--- config.mk ---
export PLATFORM = sky130hd
export DESIGN_NAME = gain_splitter4_flat
export DESIGN_NICKNAME = d
export VERILOG_FILES = /design/src/rtl/audio_pkg.sv /design/src/rtl/gain_splitter4_if.sv /design/src/rtl/q_sat.sv /design/src/rtl/gain_splitter4.sv /design/src/flat_wrapper.sv
export SDC_FILE = /design/constraint.sdc
export NUM_CORES = 1
export LEC_CHECK = 0
export CAP_MARGIN = 20
export CELL_PAD_IN_SITES_DETAIL_PLACEMENT = 0
export CELL_PAD_IN_SITES_GLOBAL_PLACEMENT = 1
export CORE_MARGIN = 3
export CORE_UTILIZATION = 40
export DETAILED_ROUTE_END_ITERATION = 10
export GPL_ROUTABILITY_DRIVEN = 1
export PLACE_DENSITY_LB_ADDON = 0.2
export SYNTH_ARGS = -nofsm -noshare
export SYNTH_HDL_FRONTEND = slang
export SYNTH_SLANG_ARGS = --single-unit
--- constraint.sdc ---
create_clock -name bclk -period 12.7 [get_ports bclk]
set_clock_uncertainty 0.15 [all_clocks]
set_input_delay 1.27 -clock bclk [delete_from_list [all_inputs] [get_ports bclk]]
set_output_delay 1.27 -clock bclk [all_outputs]
set_load 0.01 [all_outputs]
--- src/rtl/audio_pkg.sv ---
// Shared audio datapath definitions: Q-format helpers, saturation bounds and
// the sequencing states used by the gain/mix blocks.
package audio_pkg;

  localparam int BITSIZE_DFLT = 16;
  localparam int QFRAC        = BITSIZE_DFLT - 2;

  typedef enum logic [1:0] {
    IDLE = 2'd0,
    MUL  = 2'd1,
    UPD  = 2'd2
  } state_t;

  function automatic int qfrac_of(input int bits);
    return bits - 2;
  endfunction

  function automatic int sat_max(input int bits);
    return (2 ** (bits - 1)) - 1;
  endfunction

  function automatic int sat_min(input int bits);
    return -(2 ** (bits - 1));
  endfunction

endpackage

--- src/rtl/gain_splitter4_if.sv ---
// Sample/gain/output bundle of the 4-way gain splitter; lrclk travels with the
// data because it is sampled on bclk like any other input.
interface gain_splitter4_if
  import audio_pkg::*;
#(
  parameter int BITSIZE = BITSIZE_DFLT
);
  logic                      lrclk;
  logic signed [BITSIZE-1:0] in;
  logic signed [BITSIZE-1:0] g1;
  logic signed [BITSIZE-1:0] g2;
  logic signed [BITSIZE-1:0] g3;
  logic signed [BITSIZE-1:0] g4;
  logic signed [BITSIZE-1:0] out1;
  logic signed [BITSIZE-1:0] out2;
  logic signed [BITSIZE-1:0] out3;
  logic signed [BITSIZE-1:0] out4;
  logic                      out_valid;

  modport master (
    output lrclk, in, g1, g2, g3, g4,
    input  out1, out2, out3, out4, out_valid
  );

  modport slave (
    input  lrclk, in, g1, g2, g3, g4,
    output out1, out2, out3, out4, out_valid
  );
endinterface

--- src/rtl/q_sat.sv ---
// Rescales a full-width Q product back to Q1.(BITSIZE-2): arithmetic shift
// (floor, no rounding) followed by a clamp to the BITSIZE signed range.
module q_sat
  import audio_pkg::*;
#(
  parameter int BITSIZE = BITSIZE_DFLT
) (
  input  logic signed [2*BITSIZE-1:0] prod_i,
  output logic signed [BITSIZE-1:0]   sat_o
);
  localparam int QF = qfrac_of(BITSIZE);
  localparam int SW = BITSIZE + 2;
  localparam logic signed [SW-1:0] HI = SW'(sat_max(BITSIZE));
  localparam logic signed [SW-1:0] LO = SW'(sat_min(BITSIZE));

  logic signed [SW-1:0] shifted;
  logic                 unused_frac;

  // Dropping the low QF bits of a two's complement value is a floor shift.
  assign shifted     = prod_i[2*BITSIZE-1:QF];
  assign unused_frac = ^prod_i[QF-1:0];

  always_comb begin
    if (shifted > HI) begin
      sat_o = HI[BITSIZE-1:0];
    end else if (shifted < LO) begin
      sat_o = LO[BITSIZE-1:0];
    end else begin
      sat_o = shifted[BITSIZE-1:0];
    end
  end
endmodule

--- src/rtl/gain_splitter4.sv ---
// Fans one mono sample out to four gain-weighted outputs per lrclk frame using
// a single time-multiplexed multiplier; all outputs update together.
module gain_splitter4
  import audio_pkg::*;
#(
  parameter int BITSIZE = BITSIZE_DFLT,
  parameter int NCH     = 4
) (
  input  logic              bclk,
  input  logic              reset,
  gain_splitter4_if.slave   bus
);
  state_t                      state_q, state_d;
  logic [2:0]                  idx_q, idx_d;
  logic                        lrclk_q, lrclk_d;
  logic                        fs;
  logic signed [BITSIZE-1:0]   in_s_q, in_s_d;
  logic signed [BITSIZE-1:0]   g_s_q [NCH];
  logic signed [BITSIZE-1:0]   g_s_d [NCH];
  logic signed [2*BITSIZE-1:0] prod_q, prod_d;
  logic signed [BITSIZE-1:0]   res_q [NCH];
  logic signed [BITSIZE-1:0]   res_d [NCH];
  logic signed [BITSIZE-1:0]   out_q [NCH];
  logic signed [BITSIZE-1:0]   out_d [NCH];
  logic                        out_valid_q, out_valid_d;
  logic signed [BITSIZE-1:0]   sat_res;

  q_sat #(.BITSIZE(BITSIZE)) u_q_sat (
    .prod_i (prod_q),
    .sat_o  (sat_res)
  );

  always_comb begin
    fs          = bus.lrclk & ~lrclk_q;
    lrclk_d     = bus.lrclk;
    state_d     = state_q;
    idx_d       = idx_q;
    in_s_d      = in_s_q;
    g_s_d       = g_s_q;
    prod_d      = prod_q;
    res_d       = res_q;
    out_d       = out_q;
    out_valid_d = 1'b0;

    case (state_q)
      // Multiply for channel idx while the previous channel's product is rescaled.
      MUL: begin
        if (idx_q < 3'd4) begin
          prod_d = (2*BITSIZE)'(in_s_q) * (2*BITSIZE)'(g_s_q[idx_q[1:0]]);
          idx_d  = idx_q + 3'd1;
        end
        if (idx_q != 3'd0) begin
          res_d[idx_q[1:0] - 2'd1] = sat_res;
        end
        if (idx_q == 3'd4) begin
          state_d = UPD;
        end
      end
      UPD: begin
        out_d       = res_q;
        out_valid_d = 1'b1;
        state_d     = IDLE;
      end
      default: ;
    endcase

    // A new frame always wins over a partial one; UPD above still completes.
    if (fs) begin
      in_s_d   = bus.in;
      g_s_d[0] = bus.g1;
      g_s_d[1] = bus.g2;
      g_s_d[2] = bus.g3;
      g_s_d[3] = bus.g4;
      state_d  = MUL;
      idx_d    = 3'd0;
    end
  end

  always_ff @(posedge bclk) begin
    if (reset) begin
      state_q     <= IDLE;
      idx_q       <= 3'd0;
      lrclk_q     <= 1'b1;
      out_valid_q <= 1'b0;
      for (int k = 0; k < NCH; k++) out_q[k] <= '0;
    end else begin
      state_q     <= state_d;
      idx_q       <= idx_d;
      lrclk_q     <= lrclk_d;
      out_valid_q <= out_valid_d;
      out_q       <= out_d;
    end
  end

  always_ff @(posedge bclk) begin
    in_s_q <= in_s_d;
    g_s_q  <= g_s_d;
    prod_q <= prod_d;
    res_q  <= res_d;
  end

  assign bus.out1      = out_q[0];
  assign bus.out2      = out_q[1];
  assign bus.out3      = out_q[2];
  assign bus.out4      = out_q[3];
  assign bus.out_valid = out_valid_q;
endmodule

--- src/flat_wrapper.sv ---
// flat-port wrapper written by rule: the top's interface ports become plain ports
module gain_splitter4_flat import audio_pkg::*;
#(
  parameter int BITSIZE = BITSIZE_DFLT,
  parameter int NCH     = 4
)
  (bclk, reset, bus_lrclk, bus_in, bus_g1, bus_g2, bus_g3, bus_g4, bus_out1, bus_out2, bus_out3, bus_out4, bus_out_valid);
  gain_splitter4_if #(.BITSIZE(BITSIZE)) bus_i ();
  input  logic bclk;
  input  logic reset;
  input wire logic [$bits(bus_i.lrclk)-1:0] bus_lrclk;
  input wire logic [$bits(bus_i.in)-1:0] bus_in;
  input wire logic [$bits(bus_i.g1)-1:0] bus_g1;
  input wire logic [$bits(bus_i.g2)-1:0] bus_g2;
  input wire logic [$bits(bus_i.g3)-1:0] bus_g3;
  input wire logic [$bits(bus_i.g4)-1:0] bus_g4;
  output wire logic [$bits(bus_i.out1)-1:0] bus_out1;
  output wire logic [$bits(bus_i.out2)-1:0] bus_out2;
  output wire logic [$bits(bus_i.out3)-1:0] bus_out3;
  output wire logic [$bits(bus_i.out4)-1:0] bus_out4;
  output wire logic [$bits(bus_i.out_valid)-1:0] bus_out_valid;
  assign bus_i.lrclk = bus_lrclk;
  assign bus_i.in = bus_in;
  assign bus_i.g1 = bus_g1;
  assign bus_i.g2 = bus_g2;
  assign bus_i.g3 = bus_g3;
  assign bus_i.g4 = bus_g4;
  assign bus_out1 = bus_i.out1;
  assign bus_out2 = bus_i.out2;
  assign bus_out3 = bus_i.out3;
  assign bus_out4 = bus_i.out4;
  assign bus_out_valid = bus_i.out_valid;
  gain_splitter4 #(.BITSIZE(BITSIZE), .NCH(NCH)) u_core (.bclk(bclk), .reset(reset), .bus(bus_i));
endmodule
Word level (Yosys, flattened, before mapping)
Index checks and enable logic that the tools add are counted.
Storage, ports and cells
  logic and storage cells: 58
  output and inout port bits: 65
  input port bits: 83
  register bits: 247
Operators by class
  equality and inequality tests: 5
  $add $sub $neg: 2
  multiplexer cells: 12
  magnitude comparators: 6
  $mul: 1
  reductions and logical operators: 9
  bitwise logic cells: 4
Operators by type and width (number)
  2-to-1 mux 16 bit: 5
  bitwise mux 64 bit: 1
  binary-select mux 16 bit (select 2 bit): 1
  demux 16 bit (select 2 bit): 1
  multiplier 16 x 16 -> 32 bit: 1
  > comparator 18 x 16 -> 1 bit (second input constant): 1
  less-than comparator 18 x 16 -> 1 bit (second input constant): 1
  AND reduction 2 bit: 4
  >= comparator 3 bit (second input constant): 2
  inverter 2 -> 3 bit: 2
  nonzero test 3 bit: 2
  case mux 2 bit (2 select lines): 1
  adder 3 x 1 -> 3 bit (second input constant): 1
  equality test 3 bit (second input constant): 1
  less-than comparator 3 x 1 -> 1 bit (second input constant): 1
  less-than comparator 3 bit (second input constant): 1
  inequality test 3 x 1 -> 1 bit (second input constant): 1
  equality test 2 x 1 -> 1 bit (second input constant): 1
  equality test 2 bit (second input constant): 1
  2-to-1 mux 1 bit: 2
  2-to-1 mux 2 bit: 1
  inequality test 2 x 1 -> 1 bit (second input constant): 1
  nonzero test 2 bit: 1
  OR reduction 2 bit: 1
  other kinds (4): 4

Longest topological paths before layout
Gate-level depths: netlist of run 1.
  word-level depth: 7
  gate-level depth with buffers: 25
  gate-level depth less buffers: 23

Modules after synthesis
From an unflattened synthesis of run 1, not the netlist that was laid out.
Unflattened totals
  cell total of the unflattened synthesis: 1701
  area total of the unflattened synthesis: 18597.8 um^2
By module, submodules not included
  gain_splitter4: cells each 1647, seq. area each 6706.4 um^2, area an instance 18271.3 um^2, times used 1
  q_sat: cells each 54, seq. area each 0.0 um^2, area an instance 326.6 um^2, times used 1

Least setup slack after synthesis of run 1
OpenSTA, ideal clock, no wires.
  path kind: register to register
  start: reg u_core.idx_q[0]
  end: reg u_core.prod_q[30], data pin
  buffers on the path: 4
  data required time: 12278 ps
  stages on the path, launching flop included: 23
  path slack: 5217 ps
  setup time: 272 ps
  arrival time: 7061 ps
  clock period less this slack: 7483 ps
  cell sequence: dfxtp_1 buf_6 buf_2 mux4_2 clkbuf_1 nand2_1 inv_1 fa_1 fa_1 inv_1 fa_1 fa_1 inv_1 fa_1 fa_1 ha_1 clkbuf_1 a21o_1 a21o_1 a221oi_1 o21ai_0 a221oi_1 o31ai_1
On the way
  cells in the longest elaborated chain, start to end: 5
Ends and longest elaborated chain
  from (decl): line gain_splitter4.sv:14  | logic [2:0] idx_q, idx_d;
  from (signal assigned): line gain_splitter4.sv:88  | idx_q <= idx_d;
  inverter 2 -> 3 bit (not written as such): line gain_splitter4.sv:49  | prod_d = (2*BITSIZE)'(in_s_q) * (2*BITSIZE)'(g_s_q[idx_q[1:0]]);
  binary-select mux 16 bit (select 2 bit): line gain_splitter4.sv:49
  2-to-1 mux 16 bit (not written as such) (2 in a row): line gain_splitter4.sv:49
  multiplier 16 x 16 -> 32 bit: line gain_splitter4.sv:49
  to (signal assigned): line gain_splitter4.sv:98  | prod_q <= prod_d;
  to (decl): line gain_splitter4.sv:20  | logic signed [2*BITSIZE-1:0] prod_q, prod_d;
Every way passes these cells. The select of a mux whose other input is x is not followed.
A chain may end at the register's enable or synchronous reset.

Final worst setup path of run 1
Ends and elaborated chain as after synthesis.

==> summary.txt, run 1 <==
STA
  – Achievable Freq: 120.5 MHz
  – Fin Hold WS: 0.3335 ns
  – Setup TNS: 0 ns
  – Post-route setup slack: 4.402 ns
  – Rel. slew slack: between 30% and 40%
  – Crit share post-route: between 60% and 70%
  – Tmin final: 8.298 ns
  – Setup violators final: 0
  – RSZ-0062 raised after global routing: no
  – Hold Fails Final Rpt: 0
  – Worst-margin pin slew: between 1 and 1.5 ns
  – Slew Limit Fails: 0

Worst setup path
  – Register-to-register setup slack: 4.40 ns
  – Worst R2R Start: u_core.idx_q[0]
  – Largest delay share family, worst path: adder cells
  – Crit Path Max Fanout: 15
  – Setup CP Type: reg2reg
  – Most used cell, CP: fa_1
  – Launch point of the worst path: u_core.idx_q[0]
  – Slowest library cell on the worst path: fa_1
  – Critical path data required time: 12.92 ns
  – Crit-path cells: buf_4 -> mux4_2 -> nand2_1 -> inv_1 -> fa_1 -> fa_1 -> inv_1 -> fa_1 -> fa_1 -> inv_1 -> fa_1 -> fa_1 -> ha_1 -> a21o_1 -> a21o_1 -> a221oi_1 -> o21ai_0 -> a221oi_1 -> a31oi_1 -> o31ai_1
  – Crit. End Element: register
  – Critical Path AT: 8.52 ns
  – Startpoint Class: register
  – CP max stage delay: 0.87 ns
  – CP bufs+invs: 4

Yosys
  – Top-area cell type share of the netlist area: 29.08%
  – Mean post-synth cell area: 11.15 um^2
  – Syn. warnings: 0
  – Synth Instances: ~1600
  – Flops & latches, synth: roughly 230
  – Synth cell types: 51
  – Largest area contributor in the netlist: fa_1
  – Ys async rst share: 0%
  – Area of the mapped netlist: between 15000 and 20000 um^2
  – Area contributors post-synth: fa_1, edfxtp_1, dfxtp_1, inv_1, ha_1
  – Post-synthesis sequential area ratio: roughly a third
  – EDFF count, synth: 162
  – Syn nets: approximately 2000
  – Post-synth top flop: edfxtp_1

Floorplan
  – Top-Level Pins: 148
  – Die width: around 220 um
  – Die area: between 40000 and 50000 um^2
  – Standard-cell rows: a little under 80
  – Initial Utilization: between 40% and 50%
  – Die height: 218.0 um
  – Core Area: approximately 44000 um^2

Clocking
  – Hold-fix buffers, CTS: 0
  – Post-CTS Setup Inserts: 0
  – Post-CTS sizing: 0
  – H-tree Lvls: 1
  – Worst skew pair latency: roughly 0.55 ns
  – CTS buffer count: 25
  – CTS tree: yes
  – Root Driver: clkbuf_16
  – Clock sink count: 233
  – Clock transition at path regs: ~0.060 ns
  – CTS max path bufs: 3

Final layout
  – Antenna cells: 0
  – Synthesis-to-layout area growth: 16.43%
  – Layout cells sized above 1: 4.841%
  – Final Util: 47.21%
  – Fill cell count: roughly 4100
  – Nets: 2167
  – Fin cells: around 2300

Drt
  – DRC errors left: 0
  – Post-DRT Antenna Nets: 0
  – Initial DRT Pass Iterations: 5
  – Via count: 11180
  – DR WL/cell: 17.84 um
  – Vias/cell: 4.762
  – Total wire length: 41880 um
  – Initial DRC Count: 517

Place
  – Number of port buffers: about 150
  – HPWL after DPL: 32470 um
  – Pre-CTS setup slack: between 4 and 5 ns
  – Placed Cells incl. Taps: 2301
  – RD Place Congestion: 0.8228

Hold path
  – HP Class: reg2reg
  – Hold Startpoint: u_core.res_q[16]

Power and ir drop
  – Worst IR Drop VDD: a little under 300 uV
  – PD cells: 293.0 nW/um^2
  – Leakage power: 8.838 nW

GRT
  – Overall routing resource usage: 18.40%
  – Antenna violations before repair: 0
  – Total gr overflow: 0
  – First-pass GRT wire length: around 68000 um
  – Largest net degree at the start of global routing: 81
  – Vias in the first global route: about 12000

Outcome
  – Outcome: finished, final reports clean

Job
  – Max-Cap Viols: 0
[synthesized netlist by cell type, types with 3 or more instances]
master	number
a211oi_1	4
a21o_1	11
a21oi_1	38
a221oi_1	4
and2_1	125
buf_1	4
clkbuf_1	53
dfxtp_1	71
edfxtp_1	162
fa_1	261
ha_1	86
inv_1	323
mux2i_1	65
mux4_2	15
nand2_1	148
nand2b_1	4
nand3_1	4
nand3b_1	3
nand4_1	5
nor2_1	140
o211ai_1	4
o21a_1	3
o21ai_0	11
o21bai_1	3
or2_2	7
xnor2_1	20
xor2_1	5
[sequential cells by signal (all words and copies together), names as in the netlist]
name                  count
u_core.bus.out1          16
u_core.bus.out2          16
u_core.bus.out3          16
u_core.bus.out4          16
u_core.bus.out_valid      1
u_core.g_s_q             64
u_core.idx_q              3
u_core.in_s_q            16
u_core.lrclk_q            1
u_core.prod_q            18
u_core.res_q             64
u_core.state_q            2
[worst paths after layout]
| check | end | depth (start not counted) |
|---|---|---|
| setup / recovery | u_core.prod_q[30] | 20 |
| hold / removal | u_core.bus.out3[0] | 2 |
| setup reg to reg | u_core.prod_q[30] | 20 |
| hold reg to reg | u_core.bus.out3[0] | 2 |
[report_power, final]
group,internal (mW),switching (mW),total [mW]
Sequential,1.10,0.0486,1.15
Combinational,1.78,2.45,4.23
Clock,0.451,0.300,0.751
Total,3.33,2.80,6.13
[tightest hold or removal path: cells and delay by family (launching register included)]
kind / cells / cell delay (ns)
DFF: 1 / 0.32
muxes: 1 / 0.06
and+or+nand+nor: 1 / 0.07
[per-stage QoR]
step | total power [mW] | cell area [um^2]
floorplan | 4.373 | 17970
global placement | 5.381 | 20030
detailed placement | 5.391 | 20030
CTS | 6.183 | 20900
global route | 6.866 | 20920
finish | 6.131 | 20920
[final cells by class]
| cell class | instances | area [um^2] | area share (%) |
|---|---|---|---|
| sequential | 233 | 6286 | 30.04 |
| tap | 592 | 740.7 | 3.540 |
| inverter | 323 | 1214 | 5.801 |
| multi-input combinational | 996 | 10250 | 49.00 |
| clock inverter | 12 | 162.7 | 0.7774 |
| timing repair buffer | 158 | 1569 | 7.499 |
| clock buffer | 34 | 699.4 | 3.343 |
[layout by cell type (no fill, tap or decap), types with 3 or more instances in the layout]
master	Yosys	final
mux4_2	15	15
a21o_1	11	11
edfxtp_1	162	162
nand2_1	148	148
nand2b_1	4	4
o21bai_1	3	3
xor2_1	5	5
clkdlybuf4s50_1	0	146
and2_1	125	125
nand4_1	5	5
nand3_1	4	4
a221oi_1	4	4
inv_1	323	322
nand3b_1	3	3
nor2_1	140	140
o21a_1	3	3
a21oi_1	38	38
o211ai_1	4	4
ha_1	86	85
clkbuf_1	53	5
xnor2_1	20	20
bufinv_16	0	3
mux2i_1	65	65
dfxtp_1	71	71
buf_4	0	10
clkbuf_8	0	4
clkinv_2	0	3
or2_2	7	7
fa_1	261	261
clkbuf_16	0	25
o21ai_0	11	11
a211oi_1	4	4
[routing by layer]
layer	GRT usage [%]	vias to the layer above	routed length [um]	share of wire (%)
li1	-	5272	-	-
met1	25.48	5618	19390	46
met2	30.75	239	19650	47
met3	2.619	52	1831	4.4
met4	4.414	0	1004	2.4
met5	0	-	0	0
[cell families (layout without fill, tap and decap cells)]
logic type | Yosys count | in the layout | share of synthesized area (%)
flip-flops | 233 | 233 | 34.98
XOR/XNOR | 25 | 25 | 1.218
buffers and inverters | 383 | 527 | 8.056
multiplexers | 81 | 81 | 5.563
adder cells (fa/ha/maj) | 347 | 347 | 35.06
AO/OA/AOI/OAI | 98 | 98 | 3.621
AND/OR/NAND/NOR | 445 | 445 | 11.50
(Power assumes the default switching activity.)
==> run 2: changes to the inputs <==
Clock period 12.7 ns to 7.54 ns, I/O delays scaled along.
==> summary.txt, run 2 (synthesis results as in run 1) <==
Floorplan
  – Initial Utilization: approximately two fifths
  – Die width: between 200 and 250 um
  – Die area: about 48000 um^2
  – Core Area: 44320 um^2
  – Top-Level Pins: ~150
  – Standard-cell rows: 77
  – Die height: 218.0 um

GRT
  – Met1 Use GR: 24.89%
  – Antenna violations before repair: 0
  – Total gr overflow: 0
  – Grt peak-use layer: met2
  – Largest net degree at the start of global routing: 81
  – First-pass GRT wire length: just under 70000 um
  – Overall routing resource usage: 18.16%
  – Grt met2 use: 31.17%
  – Met3 usage: 2.327%
  – Vias in the first global route: between 10000 and 15000

Final layout
  – Final Util: 47.50%
  – Final instance area: 21050 um^2
  – Synthesis-to-layout area growth: 17.16%
  – Most frequent cells in the layout: inv_1, fa_1, edfxtp_1, nand2_1, clkdlybuf4s50_1
  – Largest regs: u_core.g_s_q: 64 flops, u_core.res_q: 64 flops, u_core.prod_q: 18 flops
  – Fill cell count: 4103
  – Most common cell after layout, fill and taps aside: inv_1
  – Antenna cells: 0
  – Fin cells: 2363
  – Nets: 2182
  – Layout cells sized above 1: under 10%

Drt
  – Total wire length: 41320 um
  – DRC errors left: 0
  – Post-DRT Antenna Nets: 0
  – DR WL/cell: 17.49 um
  – Initial DRT Pass Iterations: 5
  – Initial DRC Count: between 500 and 600
  – Vias/cell: 4.712
  – Via count: 11130

Job
  – Max-Cap Viols: 0

Place
  – Placed Cells incl. Taps: 2313
  – Placed instance area: between 20000 and 25000 um^2
  – Number of port buffers: 147
  – HPWL after DPL: 32150 um
  – RD Place Congestion: 0.8609

Power and ir drop
  – Leakage power: 8.905 nW
  – Final Power: 10.18 mW
  – PD cells: 483.4 nW/um^2
  – Worst IR Drop VDD: between 400 and 500 uV

Worst setup path
  – Crit. End Element: register
  – Setup CP Type: reg2reg
  – Largest delay share family, worst path: adder cells
  – CP max stage delay: 0.71 ns
  – Critical Path AT: 7.27 ns
  – CP bufs+invs: 3
  – Slowest library cell on the worst path: mux4_2
  – Crit-path cells: buf_12 -> mux4_2 -> and2_1 -> fa_1 -> inv_1 -> fa_1 -> fa_1 -> inv_1 -> fa_1 -> fa_1 -> fa_1 -> ha_1 -> a21o_1 -> a31o_2 -> a221oi_1 -> nand2_2 -> o31a_1 -> o31ai_4 -> a211oi_2
  – Startpoint Class: register
  – Crit Path Max Fanout: 16
  – Critical path data required time: roughly 7.7 ns
  – Most used cell, CP: fa_1

STA
  – Achievable Freq: 140.2 MHz
  – Rel. slew slack: 29.99%
  – RSZ-0062 raised after global routing: no
  – Crit share post-route: 94.59%
  – Slew Limit Fails: 0
  – Setup TNS: 0 ns
  – Setup violators final: 0
  – Tmin final: 7.132 ns
  – Hold Fails Final Rpt: 0
  – Worst-margin pin slew: approximately 1.1 ns

Hold path
  – HP Class: reg2reg

Clocking
  – Clock transition at path regs: 0.06 ns
  – H-tree Lvls: 1
  – CTS tree: yes
  – CTS max path bufs: 3
  – Worst skew pair latency: roughly 0.56 ns
  – CTS buffer count: 27
  – Clock sink count: 233
  – Root Driver: clkbuf_16

Outcome
  – Outcome: finished, final reports clean
==> run 2: cell types whose count changed in the layout (fill, tap and decap cells not counted), sizes merged <==
cell / change
buf: +13
clkbuf: +4
bufinv: -2
clkinv: +1
inv: -1
==> run 2: per-layer routing <==
metal / up-vias / share of wire (%)
met5: - / 0
met4: 0 / 2.0
met3: 53 / 5.4
met2: 288 / 48
met1: 5493 / 45
li1: 5300 / -
==> run 2: final timing paths <==
path         slack, ns  depth (start not counted)             from                  to
max               0.41                         19  u_core.idx_q[0]   u_core.prod_q[31]
max reg2reg       0.41                         19  u_core.idx_q[0]   u_core.prod_q[31]
min reg2reg       0.33                          2  u_core.res_q[1]  u_core.bus.out4[1]
min               0.33                          2  u_core.res_q[1]  u_core.bus.out4[1]
==> run 2: final cells by class <==
type | instances | area, um^2 | share of cell area (%)
Clock buffer | 38 | 779.5 | 3.703
Clock inverter | 10 | 101.3 | 0.4814
Inverter | 323 | 1214 | 5.765
Multi-Input combinational cell | 996 | 10260 | 48.73
Sequential cell | 233 | 6286 | 29.86
Tap cell | 592 | 740.7 | 3.518
Timing Repair Buffer | 171 | 1672 | 7.940
==> run 2: report_power, final <==
| group | total, mW | switching, mW | leakage (nW) | internal [mW] |
|---|---|---|---|---|
| clock network | 1.27 | 0.510 | 0.423 | 0.759 |
| logic | 6.99 | 4.00 | 6.43 | 2.99 |
| registers | 1.92 | 0.0724 | 2.05 | 1.85 |
| total | 10.2 | 4.58 | 8.90 | 5.59 |
==> run 2: per-stage QoR <==
stage          worst slack, ns  hold slack (ns)
4_1_cts                 0.1884           0.3332
2_1_floorplan          0.05651           0.3036
3_5_place_dp            0.2159           0.3221
5_1_grt              0.0004947           0.3517
6_report                0.4081           0.3289
3_3_place_gp            0.2964           0.3099
==> run 2: timing repair <==
item,4_1_cts,5_1_grt
buffers inserted,0,2
gates resized for setup,0,2
hold buffers,0,0
endpoints found under the setup margin,0,2
==> run 2: tightest hold or removal path: cells and delay by family, from the launching register on <==
family,cells,cell delay (ns)
DFF,1,0.32
muxes,1,0.06
and+or+nand+nor,1,0.07
==> run 3: changes to the inputs <==
Settings changed: SKIP_LAST_GASP set to 1, SLEW_MARGIN set to 20.
==> results of run 3 <==
Same layout as run 2: the final DEF is identical, and so are final timing and power.
